`src/rtl/tribus_arbiter_if.sv`:
```
// ---------------------------------------------------------------------------
// tribus_arbiter_if
// Bundles the signals between the shared-net requesters and the arbiter.
//   master : requester side  (drives req, done, bus_sample)
//   slave  : arbiter side    (drives grant, oe, owner_id, bus_busy,
//                             timeout, contention_err)
// Parameters: N_REQ (requester count), ID_W (owner index width).
// ---------------------------------------------------------------------------
interface tribus_arbiter_if #(
  parameter int N_REQ = 4,
  parameter int ID_W  = $clog2(N_REQ)
) ();
  logic [N_REQ-1:0] req;
  logic [N_REQ-1:0] done;
  logic             bus_sample;
  logic [N_REQ-1:0] grant;
  logic [N_REQ-1:0] oe;
  logic [ID_W-1:0]  owner_id;
  logic             bus_busy;
  logic             timeout;
  logic             contention_err;

  modport master (
    output req, done, bus_sample,
    input  grant, oe, owner_id, bus_busy, timeout, contention_err
  );

  modport slave (
    input  req, done, bus_sample,
    output grant, oe, owner_id, bus_busy, timeout, contention_err
  );
endinterface

```
`src/rtl/tribus_arbiter.sv`:
```
// ---------------------------------------------------------------------------
// tribus_arbiter
// Round-robin owner selection for a shared tri-state net. At most one
// requester holds grant/oe; a dead turnaround gap separates grant from oe,
// and each ownership is bounded by MAX_HOLD cycles of oe.
//
// Ports:
//   clk  - rising-edge clock
//   rst  - synchronous, active-high reset
//   bus  - tribus_arbiter_if.slave: req/done/bus_sample in,
//          grant/oe/owner_id/bus_busy/timeout/contention_err out
//
// Parameters: N_REQ (2..16), TURNAROUND (0..7), MAX_HOLD (>=2), ID_W.
//
// Optional build macro CONTENTION_CHECK_EN: when defined, two consecutive
// x/z samples of the shared net while an owner drives it set a sticky
// contention_err. When undefined, contention_err is 0 and bus_sample unused.
//
// state  | meaning
// -------+-----------------------------------------------------------------
// IDLE   | no owner; pick next winner round-robin from rr_ptr
// TURN   | winner granted, oe held low for TURNAROUND cycles
// OWN    | winner drives the net (oe high), hold counter running
// ---------------------------------------------------------------------------
module tribus_arbiter #(
  parameter int N_REQ      = 4,
  parameter int TURNAROUND = 1,
  parameter int MAX_HOLD   = 16,
  parameter int ID_W       = $clog2(N_REQ)
) (
  input logic             clk,
  input logic             rst,
  tribus_arbiter_if.slave bus
);

  localparam int HOLD_W = $clog2(MAX_HOLD);

  typedef enum logic [1:0] {
    S_IDLE = 2'd0,
    S_TURN = 2'd1,
    S_OWN  = 2'd2
  } state_e;

  state_e            state_q, state_d;
  logic [N_REQ-1:0]  grant_q, grant_d;
  logic [N_REQ-1:0]  oe_q, oe_d;
  logic [ID_W-1:0]   owner_q, owner_d;
  logic [ID_W-1:0]   rr_ptr_q, rr_ptr_d;
  logic [HOLD_W-1:0] hold_cnt_q, hold_cnt_d;
  logic [2:0]        turn_cnt_q, turn_cnt_d;
  logic              timeout_q, timeout_d;

  logic              win_found;
  logic [ID_W-1:0]   win_idx;
  int                scan_idx;

  logic req_w, done_w;
  logic hold_limit, turn_last;
  logic own_release, own_exit;
  logic [ID_W-1:0] owner_next_ptr;

  // First set request scanning from rr_ptr upward with wrap.
  always_comb begin
    win_found = 1'b0;
    win_idx   = '0;
    scan_idx  = 0;
    for (int k = 0; k < N_REQ; k++) begin
      scan_idx = int'(rr_ptr_q) + k;
      if (scan_idx >= N_REQ) scan_idx = scan_idx - N_REQ;
      if (!win_found && bus.req[ID_W'(scan_idx)]) begin
        win_found = 1'b1;
        win_idx   = ID_W'(scan_idx);
      end
    end
  end

  // Requests/releases from anyone but the current owner are ignored here.
  assign req_w          = bus.req[owner_q];
  assign done_w         = bus.done[owner_q];
  assign hold_limit     = (hold_cnt_q == HOLD_W'(MAX_HOLD - 1));
  assign turn_last      = (turn_cnt_q == 3'(TURNAROUND - 1));
  assign own_release    = done_w | ~req_w;
  assign own_exit       = own_release | hold_limit;
  assign owner_next_ptr = (owner_q == ID_W'(N_REQ - 1)) ? '0 : owner_q + ID_W'(1);

  // State register (plus all registered outputs and counters)
  always_ff @(posedge clk) begin
    if (rst) begin
      state_q    <= S_IDLE;
      grant_q    <= '0;
      oe_q       <= '0;
      owner_q    <= '0;
      rr_ptr_q   <= '0;
      hold_cnt_q <= '0;
      turn_cnt_q <= '0;
      timeout_q  <= 1'b0;
    end else begin
      state_q    <= state_d;
      grant_q    <= grant_d;
      oe_q       <= oe_d;
      owner_q    <= owner_d;
      rr_ptr_q   <= rr_ptr_d;
      hold_cnt_q <= hold_cnt_d;
      turn_cnt_q <= turn_cnt_d;
      timeout_q  <= timeout_d;
    end
  end

  // Next-state logic
  always_comb begin
    state_d = state_q;
    case (state_q)
      S_IDLE: begin
        if (win_found) state_d = (TURNAROUND > 0) ? S_TURN : S_OWN;
      end
      S_TURN: begin
        if (!req_w)         state_d = S_IDLE;
        else if (turn_last) state_d = S_OWN;
      end
      S_OWN: begin
        if (own_exit) state_d = S_IDLE;
      end
      default: state_d = S_IDLE;
    endcase
  end

  // Output / datapath next values
  always_comb begin
    grant_d    = grant_q;
    oe_d       = oe_q;
    owner_d    = owner_q;
    rr_ptr_d   = rr_ptr_q;
    hold_cnt_d = hold_cnt_q;
    turn_cnt_d = turn_cnt_q;
    timeout_d  = 1'b0;
    case (state_q)
      S_IDLE: begin
        if (win_found) begin
          grant_d    = N_REQ'(1) << win_idx;
          owner_d    = win_idx;
          turn_cnt_d = '0;
          hold_cnt_d = '0;
          if (TURNAROUND == 0) oe_d = N_REQ'(1) << win_idx;
        end
      end
      S_TURN: begin
        // Abort leaves rr_ptr alone so the same requester keeps priority.
        if (!req_w) begin
          grant_d    = '0;
          turn_cnt_d = '0;
        end else if (turn_last) begin
          oe_d       = grant_q;
          hold_cnt_d = '0;
        end else begin
          turn_cnt_d = turn_cnt_q + 3'd1;
        end
      end
      S_OWN: begin
        if (own_exit) begin
          grant_d    = '0;
          oe_d       = '0;
          rr_ptr_d   = owner_next_ptr;
          hold_cnt_d = '0;
          // A release coinciding with the limit counts as a normal release.
          timeout_d  = ~own_release;
        end else begin
          hold_cnt_d = hold_cnt_q + HOLD_W'(1);
        end
      end
      default: begin
        grant_d = '0;
        oe_d    = '0;
      end
    endcase
  end

  assign bus.grant    = grant_q;
  assign bus.oe       = oe_q;
  assign bus.owner_id = owner_q;
  assign bus.bus_busy = |oe_q;
  assign bus.timeout  = timeout_q;

`ifdef CONTENTION_CHECK_EN
  logic sample_bad;
  logic x_prev_q, x_prev_d;
  logic err_q, err_d;

  // Only a driven net can be in contention; z outside OWN is a normal idle.
  assign sample_bad = (bus.bus_sample === 1'bx) || (bus.bus_sample === 1'bz);

  always_comb begin
    x_prev_d = (state_q == S_OWN) && sample_bad;
    err_d    = err_q | (x_prev_d & x_prev_q);
  end

  always_ff @(posedge clk) begin
    if (rst) begin
      x_prev_q <= 1'b0;
      err_q    <= 1'b0;
    end else begin
      x_prev_q <= x_prev_d;
      err_q    <= err_d;
    end
  end

  assign bus.contention_err = err_q;
`else
  logic unused_bus_sample;
  assign unused_bus_sample  = bus.bus_sample;
  assign bus.contention_err = 1'b0;
`endif

endmodule

```
`src/flat_wrapper.sv`:
```
// flat-port wrapper written by rule: the top's interface ports become plain ports
module tribus_arbiter_flat 
#(
  parameter int N_REQ      = 4,
  parameter int TURNAROUND = 1,
  parameter int MAX_HOLD   = 16,
  parameter int ID_W       = $clog2(N_REQ)
)
  (clk, rst, bus_req, bus_done, bus_bus_sample, bus_grant, bus_oe, bus_owner_id, bus_bus_busy, bus_timeout, bus_contention_err);
  tribus_arbiter_if #(.N_REQ(N_REQ), .ID_W(ID_W)) bus_i ();
  input logic clk;
  input logic rst;
  input wire logic [$bits(bus_i.req)-1:0] bus_req;
  input wire logic [$bits(bus_i.done)-1:0] bus_done;
  input wire logic [$bits(bus_i.bus_sample)-1:0] bus_bus_sample;
  output wire logic [$bits(bus_i.grant)-1:0] bus_grant;
  output wire logic [$bits(bus_i.oe)-1:0] bus_oe;
  output wire logic [$bits(bus_i.owner_id)-1:0] bus_owner_id;
  output wire logic [$bits(bus_i.bus_busy)-1:0] bus_bus_busy;
  output wire logic [$bits(bus_i.timeout)-1:0] bus_timeout;
  output wire logic [$bits(bus_i.contention_err)-1:0] bus_contention_err;
  assign bus_i.req = bus_req;
  assign bus_i.done = bus_done;
  assign bus_i.bus_sample = bus_bus_sample;
  assign bus_grant = bus_i.grant;
  assign bus_oe = bus_i.oe;
  assign bus_owner_id = bus_i.owner_id;
  assign bus_bus_busy = bus_i.bus_busy;
  assign bus_timeout = bus_i.timeout;
  assign bus_contention_err = bus_i.contention_err;
  tribus_arbiter #(.N_REQ(N_REQ), .TURNAROUND(TURNAROUND), .MAX_HOLD(MAX_HOLD), .ID_W(ID_W)) u_core (.clk(clk), .rst(rst), .bus(bus_i));
endmodule
```
`config.mk`:
```
export PLATFORM = sky130hd
export DESIGN_NAME = tribus_arbiter_flat
export DESIGN_NICKNAME = d
export VERILOG_FILES = /design/src/rtl/tribus_arbiter_if.sv /design/src/rtl/tribus_arbiter.sv /design/src/flat_wrapper.sv
export SDC_FILE = /design/constraint.sdc
export NUM_CORES = 1
export LEC_CHECK = 0
export ABC_AREA = 0
export CAP_MARGIN = 20
export CORE_ASPECT_RATIO = 0.6
export CORE_MARGIN = 2
export CORE_UTILIZATION = 38
export CTS_CLUSTER_SIZE = 10
export DETAILED_ROUTE_END_ITERATION = 16
export GPL_TIMING_DRIVEN = 0
export PLACE_DENSITY = 0.62
export SETUP_SLACK_MARGIN = 0.4
export SKIP_CTS_REPAIR_TIMING = 1
export SLEW_MARGIN = 20
export SYNTH_ARGS = -nofsm -noshare
export SYNTH_HDL_FRONTEND = slang
export SYNTH_SLANG_ARGS = --single-unit
```
`constraint.sdc`:
```
create_clock -name clk -period 5.15 [get_ports clk]
set_clock_uncertainty 0.05 [all_clocks]
set_input_delay 0.7725 -clock clk [delete_from_list [all_inputs] [get_ports clk]]
set_output_delay 0.7725 -clock clk [all_outputs]
set_load 0.01 [all_outputs]
```
# ---- Word level (Yosys, flattened, before mapping)
# Index checks and enable logic that the tools add are counted.
dict set report word_totals {
  input_bits 11
  register_bits 22
  out_inout_bits 13
  word_cells 115
}
dict set report op_classes {
  bitwise 7
  n_addsub 10
  n_shift 1
  n_reduce_logical 19
  n_eq_ne 11
  n_mux 50
  n_lt_le_gt_ge 9
}
# operator count
set ops {}
lappend ops {{2-to-1 mux 4 bit} 9}
lappend ops {{one-hot mux 4 bit (3 select lines)} 3}
lappend ops {{2-to-1 mux 2 bit} 13}
lappend ops {{less-than comparator 2 x 4 -> 1 bit, second input constant} 4}
lappend ops {{2-to-1 mux 1 bit} 14}
lappend ops {{binary-select mux 1 bit (select 2 bit)} 6}
lappend ops {{>= comparator 3 bit, second input constant} 3}
lappend ops {{2-to-1 mux 3 bit} 3}
lappend ops {{AND reduction 3 bit} 3}
lappend ops {{inequality test 2 x 1 -> 1 bit, second input constant} 4}
lappend ops {{AND reduction 4 bit} 2}
lappend ops {{subtractor 2 x 1 -> 2 bit, second input constant} 4}
lappend ops {{adder 2 x 2 -> 3 bit, second input constant} 2}
lappend ops {{inequality test 3 bit, second input constant} 2}
lappend ops {{one-hot mux 2 bit (3 select lines)} 1}
lappend ops {{one-hot mux 3 bit (2 select lines)} 1}
lappend ops {{NOT 1 bit} 5}
lappend ops {{adder 4 x 1 -> 4 bit, second input constant} 1}
lappend ops {{== test 2 bit, second input constant} 2}
lappend ops {{== test 4 bit, second input constant} 1}
lappend ops {{AND reduction 2 bit} 2}
lappend ops {{OR reduction 4 bit} 1}
lappend ops {{<< shifter 1 x 2 -> 4 bit, first input constant} 1}
lappend ops {{adder 2 x 1 -> 3 bit, second input constant} 1}
lappend ops {{other kinds (14)} 19}

# ---- Depth between registers and ports, before layout
dict set report logic_depth {
  ltp_word 18
  depth_mapped 7
  mapped_depth_nobuf 6
}

# ---- Worst setup path after synthesis
# OpenSTA, ideal clock, no wires.
dict set report synth_timing {
  kind {input to register}
  start {in bus_req[3]}
  end {reg u_core.turn_cnt_q[2]}
  required_ns 4.980
  arrival_ns 2.127
  stages 6
  setup_ns 0.120
  path_slack_ns 2.854
  path_buffers 2
  path_cell_list {buf_6 > mux4_2 > buf_6 > a31oi_2 > a21oi_1 > a211o_1}
}
dict set report synth_between {
  elab_chain_cells 15
  elab_cells_between_ends 29
  classes_between {2 x eq/ne; 20 x mux; 7 x reduce/logical}
}
# element line_no
set synth_lines {}
lappend synth_lines {{start: declaration} flat_wrapper.sv:13} ;# input wire logic [$bits(bus_i.req)-1:0] bus_req;
lappend synth_lines {{binary-select mux 1 bit (select 2 bit)} tribus_arbiter.sv:70} ;# if (!win_found && bus.req[ID_W'(scan_idx)]) begin
lappend synth_lines {{2-to-1 mux 1 bit (implied by the code) (2 in a row)} tribus_arbiter.sv:70}
lappend synth_lines {{2-to-1 mux 1 bit} tribus_arbiter.sv:70}
lappend synth_lines {{logical NOT 1 bit} tribus_arbiter.sv:70}
lappend synth_lines {{logical AND 1 bit} tribus_arbiter.sv:70}
lappend synth_lines {{2-to-1 mux 1 bit} tribus_arbiter.sv:70}
lappend synth_lines {{logical NOT 1 bit} tribus_arbiter.sv:70}
lappend synth_lines {{logical AND 1 bit} tribus_arbiter.sv:70}
lappend synth_lines {{2-to-1 mux 1 bit} tribus_arbiter.sv:70}
lappend synth_lines {{logical NOT 1 bit} tribus_arbiter.sv:70}
lappend synth_lines {{logical AND 1 bit} tribus_arbiter.sv:70}
lappend synth_lines {{2-to-1 mux 1 bit} tribus_arbiter.sv:70}
lappend synth_lines {{inequality test 2 x 1 -> 1 bit (no source line)} --}
lappend synth_lines {{AND reduction 3 bit (no source line)} --}
lappend synth_lines {{end signal: assignment} tribus_arbiter.sv:104} ;# turn_cnt_q <= turn_cnt_d;
lappend synth_lines {{end: declaration} tribus_arbiter.sv:50} ;# logic [2:0] turn_cnt_q, turn_cnt_d;
# Parallel ways exist; a longest one is shown, timed or not. The select of a mux whose other input is x is not followed.
# A chain may end at the register's enable or synchronous reset.

# ---- Worst setup path in the final report
dict set report layout_timing {
  start {in bus_req[1]}
  end {reg u_core.hold_cnt_q[1]}
}
dict set report layout_between {
  elab_chain_cells 15
  elab_cells_between_ends 32
  classes_between {2 x eq/ne; 20 x mux; 3 x bitwise; 7 x reduce/logical}
}
# element line_no
set layout_lines {}
lappend layout_lines {{binary-select mux 1 bit (select 2 bit)} tribus_arbiter.sv:70}
lappend layout_lines {{2-to-1 mux 1 bit (implied by the code) (2 in a row)} tribus_arbiter.sv:70}
lappend layout_lines {{2-to-1 mux 1 bit} tribus_arbiter.sv:70}
lappend layout_lines {{logical NOT 1 bit} tribus_arbiter.sv:70}
lappend layout_lines {{logical AND 1 bit} tribus_arbiter.sv:70}
lappend layout_lines {{2-to-1 mux 1 bit} tribus_arbiter.sv:70}
lappend layout_lines {{logical NOT 1 bit} tribus_arbiter.sv:70}
lappend layout_lines {{logical AND 1 bit} tribus_arbiter.sv:70}
lappend layout_lines {{2-to-1 mux 1 bit} tribus_arbiter.sv:70}
lappend layout_lines {{logical NOT 1 bit} tribus_arbiter.sv:70}
lappend layout_lines {{logical AND 1 bit} tribus_arbiter.sv:70}
lappend layout_lines {{2-to-1 mux 1 bit} tribus_arbiter.sv:70}
lappend layout_lines {{inequality test 2 x 1 -> 1 bit (no source line)} --}
lappend layout_lines {{AND reduction 4 bit (no source line)} --}
lappend layout_lines {{end signal: assignment} tribus_arbiter.sv:103} ;# hold_cnt_q <= hold_cnt_d;
lappend layout_lines {{end: declaration} tribus_arbiter.sv:49} ;# logic [HOLD_W-1:0] hold_cnt_q, hold_cnt_d;
# Parallel ways exist; a longest one is shown, timed or not. The select of a mux whose other input is x is not followed.

==> qor.yml <==
outcome:
  status: "complete, no violations"
clock_tree:
  cts_tree: "yes"
  root_buffer: "clkbuf_8"
  numCtsBuffers: 3
  path_clk_slew_ps: 90
  cts.sinks: 22
  cts_max_level: 1
  clock_path_buffers: 2
  clock_latency_ps: 270
setup_path:
  r2r_cells: 4
  ff2ff_setup_slack_ps: 2930
  r2r_start: "u_core.bus.owner_id[0]$_SDFFE_PP0P_"
  endpoint_kind: "flop"
  cp_top_family: "compound AO/OA/AOI/OAI gates"
  setup.worst_path.class: "in -> reg"
  cp_cell_sequence: "clkdlybuf4s50_1 > mux4_2 > a21oi_1 > nor3_1 > a41o_1"
  critPathSlowestCell: "mux4_2"
  cpPeakStageDelay_ps: 590
  cp.arrival_ps: 2840
  path_max_fanout: 8
  start_kind: "input port"
  r2r-end: "u_core.bus.oe[3]$_SDFFE_PP0P_"
  required_ps: 5270
  cp.buffers_inverters: 1
synth:
  yosysWarnings: 0
  yosys_most_used_dff: "dfxtp_1"
  synth_edf_count: 0
  yosysUniqueCellTypes: 51
  synth_seq_cells: 22
  synth_nets: 178
  ys_seq_area_share_pct: 31.54
  postSynthCellCount: 160
  async_flop_share_pct: 0
  synth_area_um2: 1396
  syn_area_per_cell_um2: 8.727
placed_design:
  gp_congestion: 0.8212
  placed_cells: 224
  io_buffer_count: 19
  dp_hpwl_mm: 2.888
route:
  wl_met2_mm: 1.574
  drt-total-wl_mm: 3.814
  wire_per_inst_um: 16.73
  wl_met1_mm: 2.007
  ant_nets: 0
  vias: 1379
  drt-initial-drc-count: 64
  first_pass_iters: 4
  topRoutingLayerUsed: "met4"
  vias_per_cell: 6.048
  dr_wl_met3_um: 209
  drc: 0
timing:
  post-route-period-util_pct: 52.87
  setup-violations-final: 0
  rsz0062_at_grt: "false"
  min_period_ps: 2723
  max_slew_margin_pct: 33.69
  hold_viol_final: 0
  fmax_ghz: 0.3672
  worstMarginPinSlew_ps: 981.8
  tns_ps: 0
  maxSlewViolCount: 0
cells_and_area:
  final_cell_mix: "dfxtp_1 (22), clkdlybuf4s50_1 (19), inv_1 (14), nand2_1 (12), a21oi_1 (10)"
  area_growth_syn_to_layout_pct: 22.76
  post-route-util_pct: 50.67
  nets: 202
  drive_gt1_share_pct: 7.650
  fin_cells: 228
  n_antenna_cell: 0
  layout.cells.most_common: "dfxtp_1"
die:
  die_width_um: 82.26
  core_um2: 3383
  die_y_um: 50.96
  initial_core_util_pct: 41.27
  pin_count: 24
  rows: 16
  die_area_um2: 4191
global_routing:
  grt_pass1_wl_mm: 6.279
  antenna_found_initial: 0
  grt_max_degree: 14
  grt_overflow: 0
  grtUsageTotal_pct: 19.58
  grt_pass1_vias: 1274
pwr:
  vdd_ir_drop_max_mv: 0.1170
  cellPowerDensity_nw_per_um2: 318.5
  p_leak_nw: 0.6717
worst_hold_path:
  min-delay-start: "u_core.bus.grant[2]$_SDFFE_PP0P_"
  worstHoldPathCells: 2
  hp-class: "reg -> reg"
  worst_hold_path.endpoint: "u_core.bus.grant[2]$_SDFFE_PP0P_"
run:
  cap_violations: 0
==> worst min-delay path: stages, from the launching register on <==
cell     delay [ps]
dfxtp_1         330
inv_1            60
o32ai_1          60
==> cell usage after synthesis (all sizes together), types with 2 or more instances <==
| master | n | area (um^2) |
|---|---|---|
| and2 | 2 | 15.02 |
| o32ai | 3 | 26.28 |
| nor2 | 6 | 22.52 |
| nor2b | 3 | 18.77 |
| o41ai | 5 | 43.79 |
| a21o | 4 | 30.03 |
| nand3 | 3 | 15.01 |
| nor3 | 5 | 25.02 |
| nand2 | 12 | 45.04 |
| o311ai | 7 | 61.31 |
| buf | 3 | 30.03 |
| nand4 | 3 | 18.77 |
| o311a | 2 | 20.02 |
| ha | 7 | 87.58 |
| mux4 | 2 | 45.04 |
| nor4b | 2 | 23.77 |
| inv | 14 | 52.55 |
| o21ai | 6 | 30.03 |
| a41o | 2 | 20.02 |
| clkbuf | 6 | 22.52 |
| a21oi | 10 | 50.05 |
| dfxtp | 22 | 440.4 |
| a31oi | 2 | 18.77 |
| and3 | 4 | 30.03 |
| a211o | 2 | 17.52 |
| or4 | 2 | 15.01 |
| o221ai | 2 | 17.52 |
| a32o | 2 | 20.02 |
==> worst max path at each step <==
stage               startpoint                           endpoint  slack, ps  depth (start not counted)
global placement    bus_req[1]   u_core.bus.grant[0]$_SDFFE_PP0P_       2190                          6
detailed placement  bus_req[1]  u_core.hold_cnt_q[1]$_SDFFE_PP0P_       2200                          5
global route        bus_req[1]   u_core.bus.grant[0]$_SDFFE_PP0P_       2270                          6
finish              bus_req[1]  u_core.hold_cnt_q[1]$_SDFFE_PP0P_       2430                          5
CTS                 bus_req[1]   u_core.bus.grant[0]$_SDFFE_PP0P_       2470                          6
floorplan           bus_req[3]  u_core.turn_cnt_q[2]$_SDFFE_PP0P_       2850                          6
==> stage by stage <==
stage          power, mW  setup slack (ps)  instance area [um^2]  hold slack, ps
2_1_floorplan     0.3223              2854                  1396           416.7
3_3_place_gp      0.3770              2189                  1643           427.0
3_5_place_dp      0.3815              2201                  1643           419.4
4_1_cts           0.5492              2474                  1714           441.5
5_1_grt           0.5775              2271                  1714           459.4
6_report          0.5460              2427                  1714           439.6
==> power by group <==
part / total (mW) / switching [mW] / internal (mW)
clock: 0.165 / 0.0614 / 0.104
sequential: 0.194 / 0.0128 / 0.182
combinational: 0.186 / 0.114 / 0.0722
total: 0.546 / 0.188 / 0.358
==> sequential cells by signal (all words and copies together), names as in the netlist <==
name,count
u_core.bus.grant,4
u_core.bus.oe,4
u_core.hold_cnt_q,4
u_core.turn_cnt_q,3
u_core.bus.owner_id,2
u_core.rr_ptr_q,2
u_core.state_q,2
u_core.bus.timeout,1
==> per-layer routing <==
layer / up-vias / global-route usage [%]
li1: 667 / -
met1: 671 / 29.59
met2: 39 / 28.23
met3: 2 / 4.594
met4: 0 / 3.333
met5: - / 0
==> cells by family after synthesis <==
family          count (synthesis)  share of synthesized area (%)
compound gates                 56                          30.74
fa+ha+maj                       7                          6.272
buf+inv                        24                          7.795
flops                          22                          31.54
mux                             2                          3.226
other cells                     1                         0.2686
simple gates                   48                          20.16
==> area by class of cell <==
cell class              count  area [um^2]
fillers                   333         1669
multi-input cells         114        847.1
flip-flops and latches     22        440.4
repair buffers             19        190.2
inverters                  15        56.30
well taps                  45        56.30
plain buffers               9        52.55
clock buffers               3        41.29
clock inverters             1        30.03
(Power assumes the default switching activity.)
